## config.mk

```make
export PLATFORM = sky130hd
export DESIGN_NAME = led_level_meter
export DESIGN_NICKNAME = d
export VERILOG_FILES = /design/src/rtl/led_level_meter.sv
export SDC_FILE = /design/constraint.sdc
export NUM_CORES = 1
export LEC_CHECK = 0
export ABC_CLOCK_PERIOD_IN_PS = 7800
export CORE_UTILIZATION = 50
export CTS_BUF_LIST = sky130_fd_sc_hd__clkbuf_16
export DETAILED_ROUTE_END_ITERATION = 10
export GPL_TIMING_DRIVEN = 0
export HOLD_SLACK_MARGIN = 0.05
export PLACE_DENSITY_LB_ADDON = 0.05
export REMOVE_ABC_BUFFERS = 1
export SYNTH_ARGS = -nofsm -noshare
export SYNTH_HDL_FRONTEND = slang
export SYNTH_SLANG_ARGS = --single-unit
```

## constraint.sdc

```tcl
create_clock -name clk -period 7.8 [get_ports clk]
set_input_delay 2.34 -clock clk [delete_from_list [all_inputs] [get_ports clk]]
set_output_delay 2.34 -clock clk [all_outputs]
set_load 0.05 [all_outputs]
```

## src/rtl/led_level_meter.sv

```systemverilog
// LED bar driver: peak-hold/decay audio meter or static volume-pot bar.
// Optional peak dot tracker enabled by defining LED_PEAK_DOT_EN.
`timescale 1ns/1ps
module led_level_meter #(
   parameter int unsigned SAMPLE_W    = 16,
   parameter int unsigned VOL_W       = 12,
   parameter int unsigned NUM_LED     = 8,
   parameter int unsigned HOLD_SMPL   = 4800,
   parameter int unsigned DECAY_SHIFT = 6
) (
   input  logic                       clk,
   input  logic                       rst_n,
   input  logic                       valid,
   input  logic signed [SAMPLE_W-1:0] lft_smpl,
   input  logic signed [SAMPLE_W-1:0] rht_smpl,
   input  logic        [VOL_W-1:0]    volume,
   input  logic                       mode,
   output logic        [NUM_LED-1:0]  LED
);

   localparam int unsigned LVL_W  = SAMPLE_W - 1;
   localparam int unsigned LIT_W  = $clog2(NUM_LED + 1);
   localparam int unsigned HOLD_W = $clog2(HOLD_SMPL + 1);

   typedef enum logic {StDecay, StHold} state_t;

   state_t             state_q;
   logic [LVL_W-1:0]   mag_q;
   logic               mag_vld_q;
   logic [LVL_W-1:0]   level_q;
   logic [HOLD_W-1:0]  hold_cnt_q;
   logic [NUM_LED-1:0] led_q;

   logic [LVL_W-1:0]   lft_abs, rht_abs;
   logic [LVL_W-1:0]   decay_step, decay_lvl;
   logic [LVL_W+4:0]   lvl_prod, lvl_quot;
   logic [VOL_W+4:0]   vol_prod, vol_quot;
   logic [LIT_W-1:0]   lit_lvl, lit_vol, lit_sel;
   logic [NUM_LED-1:0] led_d;

   // |x| with the most-negative code saturated to the largest positive magnitude.
   function automatic logic [LVL_W-1:0] sat_abs(input logic [SAMPLE_W-1:0] s);
      logic [SAMPLE_W-1:0] neg;
      neg = ~s + 1'b1;
      if (!s[SAMPLE_W-1]) begin
         return s[LVL_W-1:0];
      end else if (neg[SAMPLE_W-1]) begin
         return {LVL_W{1'b1}};
      end else begin
         return neg[LVL_W-1:0];
      end
   endfunction

   function automatic logic [NUM_LED-1:0] therm(input logic [LIT_W-1:0] n);
      logic [NUM_LED-1:0] t;
      t = '0;
      for (int i = 0; i < NUM_LED; i++) begin
         t[i] = (LIT_W'(i) < n);
      end
      return t;
   endfunction

   always_comb begin
      lft_abs = sat_abs(lft_smpl);
      rht_abs = sat_abs(rht_smpl);
   end

   // Stage 1: peak magnitude of the stereo pair.
   always_ff @(posedge clk or negedge rst_n) begin
      if (!rst_n) begin
         mag_q     <= '0;
         mag_vld_q <= 1'b0;
      end else begin
         mag_vld_q <= valid;
         if (valid) begin
            mag_q <= (lft_abs > rht_abs) ? lft_abs : rht_abs;
         end
      end
   end

   always_comb begin
      decay_step = level_q >> DECAY_SHIFT;
      if (decay_step == '0) begin
         decay_step = LVL_W'(1);
      end
      decay_lvl = level_q - decay_step;
      if (decay_lvl < mag_q) begin
         decay_lvl = mag_q;
      end
   end

   // Stage 2: attack/hold/decay tracker, advanced only by sample strobes.
   always_ff @(posedge clk or negedge rst_n) begin
      if (!rst_n) begin
         state_q    <= StDecay;
         level_q    <= '0;
         hold_cnt_q <= '0;
      end else if (mag_vld_q) begin
         if (mag_q >= level_q) begin
            level_q    <= mag_q;
            hold_cnt_q <= HOLD_W'(HOLD_SMPL);
            state_q    <= StHold;
         end else begin
            case (state_q)
               StHold: begin
                  if (hold_cnt_q > HOLD_W'(1)) begin
                     hold_cnt_q <= hold_cnt_q - 1'b1;
                  end else begin
                     hold_cnt_q <= '0;
                     state_q    <= StDecay;
                  end
               end
               StDecay: begin
                  level_q <= decay_lvl;
               end
               default: begin
                  state_q <= StDecay;
               end
            endcase
         end
      end
   end

   // Full-width products so the scale-by-(NUM_LED+1) never truncates before the shift.
   always_comb begin
      lvl_prod = (LVL_W+5)'(level_q) * (LVL_W+5)'(NUM_LED + 1);
      lvl_quot = lvl_prod >> LVL_W;
      if (lvl_quot > (LVL_W+5)'(NUM_LED)) begin
         lit_lvl = LIT_W'(NUM_LED);
      end else begin
         lit_lvl = LIT_W'(lvl_quot);
      end

      vol_prod = (VOL_W+5)'(volume) * (VOL_W+5)'(NUM_LED + 1);
      vol_quot = vol_prod >> VOL_W;
      if (vol_quot > (VOL_W+5)'(NUM_LED)) begin
         lit_vol = LIT_W'(NUM_LED);
      end else begin
         lit_vol = LIT_W'(vol_quot);
      end

      lit_sel = mode ? lit_vol : lit_lvl;
   end

`ifdef LED_PEAK_DOT_EN
   localparam int unsigned PK_W = $clog2(4 * HOLD_SMPL + 1);

   logic [LIT_W-1:0]   pk_dot_pos_q;
   logic [PK_W-1:0]    pk_cnt_q;
   logic [NUM_LED-1:0] dot;

   // Long hold on the highest bar reached, then step down one LED per HOLD_SMPL strobes.
   always_ff @(posedge clk or negedge rst_n) begin
      if (!rst_n) begin
         pk_dot_pos_q <= '0;
         pk_cnt_q     <= '0;
      end else if (lit_lvl > pk_dot_pos_q) begin
         pk_dot_pos_q <= lit_lvl;
         pk_cnt_q     <= PK_W'(4 * HOLD_SMPL);
      end else if (mag_vld_q && (pk_dot_pos_q != '0)) begin
         if (pk_cnt_q > PK_W'(1)) begin
            pk_cnt_q <= pk_cnt_q - 1'b1;
         end else begin
            pk_dot_pos_q <= pk_dot_pos_q - 1'b1;
            pk_cnt_q     <= PK_W'(HOLD_SMPL);
         end
      end
   end

   always_comb begin
      dot = '0;
      if (!mode && (pk_dot_pos_q > lit_lvl)) begin
         for (int i = 0; i < NUM_LED; i++) begin
            dot[i] = (pk_dot_pos_q == LIT_W'(i + 1));
         end
      end
      led_d = therm(lit_sel) | dot;
   end
`else
   always_comb begin
      led_d = therm(lit_sel);
   end
`endif

   // Stage 3: registered LED drive.
   always_ff @(posedge clk or negedge rst_n) begin
      if (!rst_n) begin
         led_q <= '0;
      end else begin
         led_q <= led_d;
      end
   end

   assign LED = led_q;

endmodule
```

==> results_dict.tcl <==
set metrics [dict create \
    status "finished, final reports clean" \
    synth_cells 728 \
    slew_headroom 0.2867 \
    leakagePower_nw 2.998 \
    post-route-min-period_ns 6.647 \
    drtPass1Iterations 5 \
    ctsResizeCount 0 \
    grt_start_max_net_pins 35 \
    fin_crit_sh 0.8521 \
    synth_common_cells "ha_1, nand2_1, inv_1, o21ai_0, dfrtp_1" \
    nFillCells 1014 \
    final_layout_size_suffix_gt1_frac 0.04700 \
    power_density_nw_per_um2 351.3 \
    track_usage 0.2454 \
    layout_setup_ws_ns 1.153 \
    syn_avg_cell_area_sq_um 8.124 \
    synth_edf_count 0 \
    vias_per_cell 5.990 \
    cts_buffers 5 \
    cp_data_required_time_ns 7.93 \
    routabilityCongestion 0.8712 \
    finish.net_count 911 \
    clk_latency_ns 0.30 \
    drv_cap 0 \
    vias 5445 \
    grt_pass1_wl_microns 25180 \
    postRouteAntennaNets 0 \
    hold_path_depth 2 \
    post_dp_cell_area_sq_um 6588 \
    fmax_ghz 0.1505 \
    die_w_microns 110.8 \
    synth_area_leaders "dfrtp_1, ha_1, o21ai_0" \
    irDropWorstVdd_v 0.0002242 \
    crit_type "in2reg" \
    synth_async_sr_flop_share 1.000 \
    cts_tree "yes" \
    synth_sequential_area_ratio 0.2242 \
    finalNonFillerCells 909 \
    core.rowCount 39 \
    port_buffers 55 \
    yosysTopAreaCell "dfrtp_1" \
    start_util 0.5158 \
    finalHoldViolCount 0 \
    dp_cells 901 \
    drtIter0Drc 373 \
    cp.arrival_ns 6.78 \
    setup_viol 0 \
    min_path_type "reg2reg" \
    syn_area_sq_um 5914 \
    syn_to_final_growth_pct 14.07 \
    cts_hold_buf 0 \
    synth-seq-cells 53 \
    cts.sink_count 53 \
    synth_warnings 0 \
    hold_slack_ns 0.5089 \
    ys_types 73 \
    worst_clock_skew_ns 0.006301 \
    cp-start-kind "input port" \
    chipHeight_microns 110.8 \
    place_ws_ns 0.8645 \
    tightest_slew_ns 1.067 \
    ios 56 \
    post_cts_buffers 0 \
    final_util 0.5883 \
    h-tree-depth 2 \
    overflow 0 \
    ff2ff_path_depth 18 \
    antenna_found_initial 0 \
    ys.flop_type "dfrtp_1" \
    slew_viol_final 0 \
    grt_pass1_vias 5394 \
    power.total_mw 2.370 \
    wl_per_cell_microns 15.72 \
    core-area_sq_um 11470 \
    routed_wirelength_microns 14290 \
    cts_root_buffer "clkbuf_16" \
    diodes 0 \
    yosysMostFrequentCell "ha_1" \
    synth_top_cell_area_share 0.2242 \
    cp_max_fo 12 \
    endpoint_kind "flip-flop" \
    grt_setup_unrepaired "false" \
    cts.clk_slew.worst_paths_ns 0.07 \
    rrSetupSlack_ns 2.43 \
    dieArea_sq_um 12270 \
    dpl.hpwl_microns 11560 \
    drc 0 \
    cts_max_path_buffers 2 \
    final_cell_area_sq_um 6746 \
    fin_setup_tns_ns 0 \
]
[sequential cells by signal (all words and copies together), names as in the netlist]
register and cells:
level_q 15, mag_q 15, hold_cnt_q 13, LED 8
mag_vld_q 1, state_q 1
[worst paths after layout]
check                         startpoint       endpoint
max                          rht_smpl[0]       mag_q[1]
min in group asynchronous          rst_n    level_q[12]
min                        hold_cnt_q[7]  hold_cnt_q[7]
min reg2reg                hold_cnt_q[7]  hold_cnt_q[7]
max reg2reg                  level_q[14]    level_q[14]
max in group asynchronous          rst_n     level_q[2]
[per-layer routing]
metal | share of wire | track usage | vias up
li1 | - | - | 2772
met1 | 0.44 | 0.2985 | 2541
met2 | 0.50 | 0.4534 | 112
met3 | 0.031 | 0.02570 | 20
met4 | 0.024 | 0.07111 | 0
met5 | 0 | 0 | -
[layout make-up]
type / count / area, sq um / share of cell area
Tap cell: 143 / 178.9 / 0.02652
Multi-Input combinational cell: 586 / 4265 / 0.6322
Inverter: 61 / 229.0 / 0.03394
Clock inverter: 3 / 21.27 / 0.003153
Timing Repair Buffer: 58 / 600.6 / 0.08902
Sequential cell: 53 / 1326 / 0.1966
Clock buffer: 5 / 125.1 / 0.01855
[critical path, stage by stage]
cell and delay, ns:
clkdlybuf4s50_1 0.47, inv_1 0.10, ha_1 0.19, or3b_2 0.49, o31ai_2 0.48, o21a_1 0.26, xnor2_1 0.14, a21oi_1 0.12
ha_1 0.38, nand4_1 0.11, nor2_1 0.24, nand2_1 0.15, o311a_1 0.33, nor2_1 0.73, o221ai_1 0.25
[power breakdown]
group | switching (mW) | internal (mW)
Sequential | 0.129 | 0.365
Combinational | 0.950 | 0.698
Clock | 0.109 | 0.120
Total | 1.19 | 1.18
[layout by cell type, fill, tap and decap left out, types with 8 or more instances in the layout]
cell / netlist / routed
dfrtp_1: 53 / 53
o21ai_0: 57 / 56
nor4_1: 8 / 8
nand3_1: 15 / 15
ha_1: 97 / 97
o211ai_1: 8 / 8
nand4_1: 21 / 21
or3_1: 18 / 18
nor3_1: 23 / 23
nand2b_1: 8 / 8
a31oi_1: 11 / 11
a21oi_1: 38 / 38
mux2i_1: 14 / 14
clkdlybuf4s50_1: 0 / 54
a21o_1: 10 / 10
xor2_1: 17 / 17
inv_1: 61 / 61
xnor2_1: 14 / 14
nor2_1: 45 / 45
o31ai_1: 10 / 10
o22ai_1: 8 / 8
nand2_1: 69 / 69
[cell families (layout without fill, tap and decap cells)]
logic type | after synthesis | count (layout) | share of synthesized area
buffers and inverters | 89 | 127 | 0.05860
xor gates and xnor gates | 31 | 31 | 0.04591
DFF | 53 | 53 | 0.2242
and+or+nand+nor | 242 | 242 | 0.2164
muxes | 16 | 16 | 0.02750
adders and majority gates | 98 | 98 | 0.2086
AOI/OAI and AO/OA | 199 | 199 | 0.2187
Power figures use the tool's default switching activity.
